**config.mk**
```make
export PLATFORM = sky130hd
export DESIGN_NAME = video_timing_gen
export DESIGN_NICKNAME = d
export VERILOG_FILES = /design/src/rtl/dvi_timing_pkg.sv /design/src/rtl/video_timing_gen.sv
export SDC_FILE = /design/constraint.sdc
export NUM_CORES = 1
export LEC_CHECK = 0
export ABC_CLOCK_PERIOD_IN_PS = 3900
export CORE_MARGIN = 2
export CORE_UTILIZATION = 40
export CTS_CLUSTER_DIAMETER = 120
export DETAILED_ROUTE_END_ITERATION = 16
export PLACE_DENSITY = 0.62
export REMOVE_ABC_BUFFERS = 1
export SYNTH_ARGS = -nofsm -noshare
export SYNTH_HDL_FRONTEND = slang
export SYNTH_SLANG_ARGS = --single-unit
```
**constraint.sdc**
```tcl
create_clock -name clk_pixel -period 3.9 [get_ports clk_pixel]
set_input_delay 0.39 -clock clk_pixel [delete_from_list [all_inputs] [get_ports clk_pixel]]
set_output_delay 0.39 -clock clk_pixel [all_outputs]
set_load 0.05 [all_outputs]
```
**src/rtl/dvi_timing_pkg.sv**
```systemverilog
// dvi_timing_pkg: 640x480@60 default timing, coordinate width and total-count helpers
// Shared by the video timing generator and anything that needs the same frame geometry.
package dvi_timing_pkg;
   localparam int COORD_W      = 12;
   localparam int MAX_TOTAL    = 1 << COORD_W;
   localparam int DEF_H_ACTIVE = 640;
   localparam int DEF_H_FP     = 16;
   localparam int DEF_H_SYNC   = 96;
   localparam int DEF_H_BP     = 48;
   localparam int DEF_V_ACTIVE = 480;
   localparam int DEF_V_FP     = 10;
   localparam int DEF_V_SYNC   = 2;
   localparam int DEF_V_BP     = 33;

   function automatic int h_total(input int act, input int fp, input int sync, input int bp);
      return act + fp + sync + bp;
   endfunction

   function automatic int v_total(input int act, input int fp, input int sync, input int bp);
      return act + fp + sync + bp;
   endfunction
endpackage

```
**src/rtl/video_timing_gen.sv**
```systemverilog
// video_timing_gen: raster counters plus a two-stage pipeline producing fetch requests and DVI syncs
// Ports:
//   clk_pixel            pixel clock
//   reset                synchronous active-high reset
//   enable               run timing; low parks counters at the origin
//   pix_req, req_x/y     stage 1: pixel fetch request and its coordinate
//   de, hsync, vsync     stage 2: straight to the DVI encoder
//   x, y                 stage 2: coordinate aligned with de
//   line_start           stage 2: pulse for h=0
//   frame_start          stage 2: pulse for h=0, v=0
module video_timing_gen
   import dvi_timing_pkg::*;
#(
   parameter int   H_ACTIVE  = DEF_H_ACTIVE,
   parameter int   H_FP      = DEF_H_FP,
   parameter int   H_SYNC    = DEF_H_SYNC,
   parameter int   H_BP      = DEF_H_BP,
   parameter int   V_ACTIVE  = DEF_V_ACTIVE,
   parameter int   V_FP      = DEF_V_FP,
   parameter int   V_SYNC    = DEF_V_SYNC,
   parameter int   V_BP      = DEF_V_BP,
   parameter logic HSYNC_POL = 1'b0,
   parameter logic VSYNC_POL = 1'b0
) (
   input  logic               clk_pixel,
   input  logic               reset,
   input  logic               enable,
   output logic               pix_req,
   output logic [COORD_W-1:0] req_x,
   output logic [COORD_W-1:0] req_y,
   output logic               de,
   output logic               hsync,
   output logic               vsync,
   output logic [COORD_W-1:0] x,
   output logic [COORD_W-1:0] y,
   output logic               line_start,
   output logic               frame_start
);
   localparam int H_TOTAL = h_total(H_ACTIVE, H_FP, H_SYNC, H_BP);
   localparam int V_TOTAL = v_total(V_ACTIVE, V_FP, V_SYNC, V_BP);

   if (H_TOTAL > MAX_TOTAL || V_TOTAL > MAX_TOTAL || H_ACTIVE == 0 || H_FP == 0 ||
       H_SYNC == 0 || H_BP == 0 || V_ACTIVE == 0 || V_FP == 0 || V_SYNC == 0 || V_BP == 0) begin : g_bad_params
      $error("video_timing_gen: timing parameters out of range");
   end

   localparam logic [COORD_W-1:0] H_LAST   = COORD_W'(H_TOTAL - 1);
   localparam logic [COORD_W-1:0] V_LAST   = COORD_W'(V_TOTAL - 1);
   localparam logic [COORD_W-1:0] H_ACT    = COORD_W'(H_ACTIVE);
   localparam logic [COORD_W-1:0] V_ACT    = COORD_W'(V_ACTIVE);
   localparam logic [COORD_W-1:0] HS_START = COORD_W'(H_ACTIVE + H_FP);
   localparam logic [COORD_W-1:0] HS_END   = COORD_W'(H_ACTIVE + H_FP + H_SYNC);
   localparam logic [COORD_W-1:0] VS_START = COORD_W'(V_ACTIVE + V_FP);
   localparam logic [COORD_W-1:0] VS_END   = COORD_W'(V_ACTIVE + V_FP + V_SYNC);

   logic [COORD_W-1:0] h, v;
   logic               s1_hs, s1_vs, s1_ls, s1_fs;

   always_ff @(posedge clk_pixel) begin
      if (reset || !enable) begin
         h <= '0;
         v <= '0;
      end else begin
         h <= (h == H_LAST) ? '0 : h + 1'b1;
         if (h == H_LAST) v <= (v == V_LAST) ? '0 : v + 1'b1;
      end
   end

   // Stage-1 sync/pulse flags mean "asserted" regardless of polarity; polarity is applied
   // only at stage 2. Gating with enable makes a disabled pipeline drain to idle.
   always_ff @(posedge clk_pixel) begin
      if (reset) begin
         pix_req     <= 1'b0;
         req_x       <= '0;
         req_y       <= '0;
         s1_hs       <= 1'b0;
         s1_vs       <= 1'b0;
         s1_ls       <= 1'b0;
         s1_fs       <= 1'b0;
         de          <= 1'b0;
         x           <= '0;
         y           <= '0;
         hsync       <= ~HSYNC_POL;
         vsync       <= ~VSYNC_POL;
         line_start  <= 1'b0;
         frame_start <= 1'b0;
      end else begin
         pix_req     <= enable && h < H_ACT && v < V_ACT;
         req_x       <= h;
         req_y       <= v;
         s1_hs       <= enable && h >= HS_START && h < HS_END;
         s1_vs       <= enable && v >= VS_START && v < VS_END;
         s1_ls       <= enable && h == '0;
         s1_fs       <= enable && h == '0 && v == '0;
         de          <= pix_req;
         x           <= req_x;
         y           <= req_y;
         hsync       <= s1_hs ? HSYNC_POL : ~HSYNC_POL;
         vsync       <= s1_vs ? VSYNC_POL : ~VSYNC_POL;
         line_start  <= s1_ls;
         frame_start <= s1_fs;
      end
   end
endmodule

```
After elaboration in Yosys (flattened, before gate mapping)
Index checks and enable logic that the tools add are counted.

Flip-flop bits (word level): 82. Bits in latches: 0. RAM bits: 0. Memory bits (read-only): 0. Bits of input ports: 3. Output and inout bits: 54. Memories kept: 0.

Add/subtract/negate cells: 2. Multipliers: 0. Divide/modulo/power cells: 0. $lt $le $gt $ge: 6. Eq/ne operators: 2. Shifts and indexed selects: 0. Muxes and demuxes: 3. Bitwise operators: 0. Reduce and logical (&&, ||, !) cells: 13.

Operators with widths (number): $add 12x1->12 const B (2); $eq 12x10->1 const B (2); $logic_not 12->1 (2); $lt 12x10->1 const B (2); $lt 12x9->1 const B (2); $ge 12x10->1 const B (1); $ge 12x9->1 const B (1); $mux 12 (1); $logic_and 1x1->1 (8); $mux 1 (2); $reduce_or 2->1 (1); $logic_not 1->1 (1); $logic_or 1x1->1 (1).

Depth between registers and ports, before layout
Gate-level depths: netlist of the first run.

Depth after elaboration: 3. Mapped depth: 6.

Worst setup path after synthesis of the first run
Ideal clock, no wire load.

Kind: reg2reg. From: register h[6]. To: register v[8]. Setup time: 0.066 ns. Arrival: 2.174 ns. Data required time: 3.834 ns. Path slack: 1.660 ns. Cell stages (with the launch flop): 6. Clock period less this slack: 2.240 ns. Path through: dfxtp_1 or4_1 buf_2 or4_4 or4_4 a21oi_2.

Word-level cells in the longest chain between the ends: 1.

RTL lines: start: declaration (line video_timing_gen.sv:56) `logic [COORD_W-1:0] h, v;`; start signal: assignment (line video_timing_gen.sv:64) `h <= (h == H_LAST) ? '0 : h + 1'b1;`; $eq 12x10->1 (line video_timing_gen.sv:65) `if (h == H_LAST) v <= (v == V_LAST) ? '0 : v + 1'b1;`; end signal: assignment (line video_timing_gen.sv:65); end: declaration (line video_timing_gen.sv:56).

Every way passes these cells. A chain may end at the register's enable or synchronous reset.

Worst setup path after layout of the first run
Same ends and word-level chain as after synthesis.

==> results of run 1 <==
[placed cells by master, fill, tap and decap left out, types with 2 or more instances in the layout]
cell and count:
dfxtp_1 82, clkinvlp_4 2, or4_4 2, nand2_1 5, o21ai_0 5, nor4_1 7, nor3_1 5, o31ai_1 3
bufinv_16 2, a21oi_1 8, xor2_1 5, and3_1 3, clkbuf_8 9, and4_1 3, nor2_1 24, ha_1 4
nor2b_1 46, or3_1 7, nor4b_1 2, nand2b_1 2, inv_1 7, nand3_1 9, nand3b_1 4, nand4_1 6
and2_1 3, clkdlybuf4s50_1 55, xnor2_1 8, buf_4 2
[kinds of logic after synthesis]
group / synth area share
mux: 0.00359
flops: 0.588
compound gates: 0.0381
simple gates: 0.279
buf+inv: 0.0318
fa+ha+maj: 0.0179
xor+xnor: 0.0408
[per-layer routing]
| layer | vias up | routed length, um |
|---|---|---|
| met1 | 854 | 2450 |
| met4 | 0 | 95 |
| li1 | 1023 | - |
| met3 | 6 | 190 |
| met5 | - | 0 |
| met2 | 40 | 2130 |
[layout make-up]
class / instances / area, um2
fillers: 595 / 3130
flip-flops and latches: 82 / 1640
clock inverters: 7 / 100
inverters: 7 / 26.3
repair buffers: 58 / 571
clock buffers: 9 / 124
well taps: 80 / 100
multi-input cells: 169 / 1060
[sequential cells by signal, indices dropped and copies added, names as in the netlist]
register,flops
h,12
req_x,12
req_y,12
v,12
x,12
y,12
de,1
frame_start,1
hsync,1
line_start,1
pix_req,1
s1_fs,1
s1_hs,1
s1_ls,1
s1_vs,1
vsync,1
[per-stage QoR]
stage / setup WS (ps) / hold WS [ps] / power (mW) / std cells / cell area, um2
after floorplan: 1420 / 355 / 0.882 / 258 / 2730
after global placement: 1520 / 361 / 0.902 / 396 / 3400
after CTS: 1470 / 380 / 1.58 / 412 / 3620
final: 1470 / 378 / 1.56 / 412 / 3620
after detailed placement: 1490 / 360 / 0.902 / 396 / 3400
after global routing: 1370 / 403 / 1.62 / 412 / 3620
[power by group through the flow]
stage               Combinational [mW]  Clock [mW]  Sequential (mW)
detailed placement              0.0388           0            0.864
floorplan                      0.00905           0            0.873
finish                          0.0380       0.678            0.844
global route                    0.0417       0.733            0.845
CTS                             0.0389       0.700            0.844
global placement                0.0389           0            0.863
[worst max-delay path: cells and delay by family, from the launching register on]
family	cells	cell delay, ps
AND/OR/NAND/NOR	3	1870
AO/OA/AOI/OAI	1	130
flip-flops	1	370
[worst paths after layout]
check             cells after the start           endpoint  slack [ps]        startpoint
hold reg to reg                       1   hsync$_SDFF_PP1_         380  s1_hs$_SDFF_PP0_
hold / removal                        1   hsync$_SDFF_PP1_         380  s1_hs$_SDFF_PP0_
setup / recovery                      4  v[8]$_SDFFE_PP0N_        1470   h[6]$_SDFF_PP0_
setup reg to reg                      4  v[8]$_SDFFE_PP0N_        1470   h[6]$_SDFF_PP0_
==> impl_metrics.tcl, run 1 <==
set metrics [dict create \
    fin_nets 334 \
    p_clk_frac 0.435 \
    vias_per_cell 4.67 \
    p_leak_nw 1.29 \
    critical-path-slowest-cell "or4_1" \
    routed_wl_um 4870 \
    dp_hpwl_um 3290 \
    crit_chain "or4_1, or4_4, or4_4, a21oi_2" \
    overflow 0 \
    synthArstFlopShare 0 \
    synth_seq_area_share 0.588 \
    path_clk_slew_ps 80 \
    routedWlPerCell_um 11.8 \
    worstMarginPinSlew_ps 518 \
    firstDrtPassIters 4 \
    synth_top_area_share 0.588 \
    final_util 0.536 \
    synth_edf_count 0 \
    critPathKind "reg -> reg" \
    antenna_found_initial 0 \
    fmaxAchievable_mhz 412 \
    power.share.switching 0.218 \
    use_met2 0.194 \
    crit_fanout 13 \
    pwr-share-seq 0.541 \
    combPwrFrac 0.024 \
    slew_violations 0 \
    arrival_ps 2720 \
    synth_area_leader_cell "dfxtp_1" \
    antennaDiodeCount 0 \
    vias 1923 \
    power_density_nw_per_um2 430 \
    period_needed_ps 2430 \
    cp.required_ps 4190 \
    cts_root_buffer "clkbuf_8" \
    worst_setup_path_start_kind "flop" \
    hp-class "reg -> reg" \
    cts.hold.buffers_added 0 \
    die_w_um 87.5 \
    clk_path_buf_depth 2 \
    cts_resized 0 \
    grtUsageTotal 0.135 \
    start_util 0.413 \
    clk_latency_ps 350 \
    cts_sinks 82 \
    p_int_mw 1.22 \
    tns_ps 0 \
    portBuffers 56 \
    end_kind "flop" \
    syn_inst 272 \
    use_met3 0.0445 \
    die-area_um2 7660 \
    gr-usage-met1 0.182 \
    synth-warning-count 0 \
    pin_count 57 \
    switching_power_uw 341 \
    htree_levels 3 \
    irDropWorstVdd_uv 173 \
    cts_tree "built" \
    post_cts_buffers 0 \
    grt_pass1_wl_um 7980 \
    grt_pass1_vias 1736 \
    tritoncts.num_buffers 9 \
    clock_skew_ps 10.7 \
    drv_cap 0 \
    setup_violations 0 \
    synth_ff_type "dfxtp_1" \
    route.detailed.drc 0 \
    drt_iter0_drc 85 \
    period_share 0.623 \
    grt-busiest-layer "met2" \
    synth_common_cells "dfxtp_1, nor2b_1, nor2_1" \
    rows 30 \
    syn_area_um2 2790 \
    drive_gt1_frac 0.0723 \
    syn_to_final_growth_pct 29.8 \
    gp_congestion 0.845 \
    worst_path_most_repeated_cell "or4_4" \
    final_antenna_net_count 0 \
    coreArea_um2 6760 \
    rsz0062_at_grt "no" \
    outcome "finished, final reports clean" \
    die_h_um 87.5 \
    synth_most_common_cell "dfxtp_1" \
    synth-seq-cells 82 \
    postSynthAreaPerCell_um2 10.3 \
    hold_violations 0 \
    cp_slowest_stage_delay_ps 670 \
    ys_types 35 \
    grt_max_degree 55 \
    synth_area_leaders "dfxtp_1, nor2b_1, nor2_1" \
    relSlewSlack 0.655 \
]
No activity file was read; power rests on OpenSTA's default activity.
==> run 2, diff against run 1 <==
ABC_CLOCK_PERIOD_IN_PS = 2200   (was 3900)
PLACE_DENSITY = 0.64   (was 0.62)
clock period = 2.2 ns   (was 3.9 ns; I/O delays follow)
==> impl_metrics.tcl, run 2 (same netlist as run 1, synthesis figures left out) <==
set metrics [dict create \
    outcome "finished, final reports clean" \
    path_clk_slew_ps 80 \
    hp-class "in -> reg" \
    cts_tree "built" \
    routedWlPerCell_um 12.3 \
    period_share 0.938 \
    crit_fanout 7 \
    p_int_mw 2.33 \
    final_antenna_net_count 0 \
    drt_iter0_drc 107 \
    rrSetupSlack_ps 140 \
    fmaxAchievable_mhz 485 \
    final_cell_mix "dfxtp_1, clkdlybuf4s50_1, nor2b_1" \
    clk_latency_ps 340 \
    final_util 0.555 \
    worst_setup_path_start_kind "flop" \
    hold_violations 0 \
    slew_violations 0 \
    antenna_found_initial 0 \
    firstDrtPassIters 4 \
    crit_chain "or4_1, buf_4, or3_4, o31ai_4, buf_4, a21oi_1" \
    final_cell_area_um2 3750 \
    power_density_nw_per_um2 768 \
    p_clk_frac 0.456 \
    grt_pass1_vias 1930 \
    critPathKind "reg -> reg" \
    rows 30 \
    clock_skew_ps 6.54 \
    post_cts_buffers 0 \
    cts.hold.buffers_added 0 \
    vias 2035 \
    die_w_um 87.5 \
    cp.required_ps 2420 \
    pre_cts_ws_ps 53.4 \
    holdWs_ps 322 \
    worstMarginPinSlew_ps 505 \
    relSlewSlack 0.662 \
    grt_pass1_wl_um 8830 \
    die_h_um 87.5 \
    drv_cap 0 \
    worst_path_most_repeated_cell "buf_4" \
    critPathBufInv 2 \
    clk_path_buf_depth 2 \
    power.share.switching 0.193 \
    portBuffers 56 \
    irDropWorstVdd_uv 450 \
    p_leak_nw 1.37 \
    gp_congestion 0.783 \
    grtUsageTotal 0.148 \
    htree_levels 3 \
    switching_power_uw 555 \
    tritoncts.num_buffers 9 \
    combPwrFrac 0.025 \
    mostFrequentLayoutCell "dfxtp_1" \
    cp_top_family "simple AND/OR/NAND/NOR gates" \
    dp_hpwl_um 3480 \
    cts_sinks 82 \
    end_kind "flop" \
    setup_violations 0 \
    period_needed_ps 2060 \
    tns_ps 0 \
    cts_root_buffer "clkbuf_8" \
    pin_count 57 \
    routed_wl_um 5200 \
    overflow 0 \
    vias_per_cell 4.82 \
    place_area_um2 3470 \
    route.detailed.drc 0 \
    setup_ws_ps 136 \
    cp_slowest_stage_delay_ps 540 \
    coreArea_um2 6760 \
    rsz0062_at_grt "no" \
    critical-path-slowest-cell "or4_1" \
    start_util 0.413 \
    arrival_ps 2290 \
    antennaDiodeCount 0 \
    die-area_um2 7660 \
    fin_nets 345 \
    pwr-share-seq 0.519 \
    drive_gt1_frac 0.108 \
    grt_max_degree 54 \
    syn_to_final_growth_pct 34.4 \
]
## run 2: routing by layer
metal	share of wire	global-route usage	vias to the layer above
li1	-	-	1034
met4	0.026	0.0951	0
met1	0.48	0.200	933
met5	0	0	-
met2	0.44	0.212	57
met3	0.049	0.0332	11
## run 2: final timing paths
path,startpoint,endpoint,depth (start not counted)
max,h[11]$_SDFF_PP0_,v[5]$_SDFFE_PP0N_,6
min,reset,h[2]$_SDFF_PP0_,3
max reg2reg,h[11]$_SDFF_PP0_,v[5]$_SDFFE_PP0N_,6
min reg2reg,s1_vs$_SDFF_PP0_,vsync$_SDFF_PP1_,1
## run 2: what timing repair did
item,CTS,global route
endpoints found under the hold margin,0,0
resized for setup,0,6
setup endpoints to repair,0,9
## run 2: power groups by stage
stage / clock network, mW / registers [mW] / logic, mW
3_5_place_dp: 0 / 1.53 / 0.0707
3_3_place_gp: 0 / 1.53 / 0.0698
2_1_floorplan: 0 / 1.55 / 0.0160
6_report: 1.31 / 1.50 / 0.0719
4_1_cts: 1.34 / 1.50 / 0.0708
5_1_grt: 1.41 / 1.50 / 0.0778
## run 2: cell type report
| cell class | count | area [um2] |
|---|---|---|
| timing repair buffer | 69 | 653 |
| multi-input combinational | 169 | 1080 |
| inverter | 7 | 26.3 |
| tap | 80 | 100 |
| clock inverter | 4 | 98.8 |
| sequential | 82 | 1640 |
| fill | 612 | 3010 |
| clock buffer | 11 | 151 |
## run 2: per-stage QoR
step | total power, mW | std cells
floorplan | 1.56 | 258
global placement | 1.60 | 406
detailed placement | 1.60 | 406
CTS | 2.91 | 421
global route | 2.98 | 422
finish | 2.88 | 422
## run 2: worst register-to-register path, cell delays in order (launching register included)
cell     delay [ps]
dfxtp_1         310
or4_1           540
buf_4           180
or3_4           410
o31ai_4         270
buf_4           190
a21oi_1          50
==> run 3, diff against run 2 <==
GPL_ROUTABILITY_DRIVEN = 0   (was unset)
==> results of run 3 <==
Same layout as run 2: the final DEF is identical, and so are final timing and power.
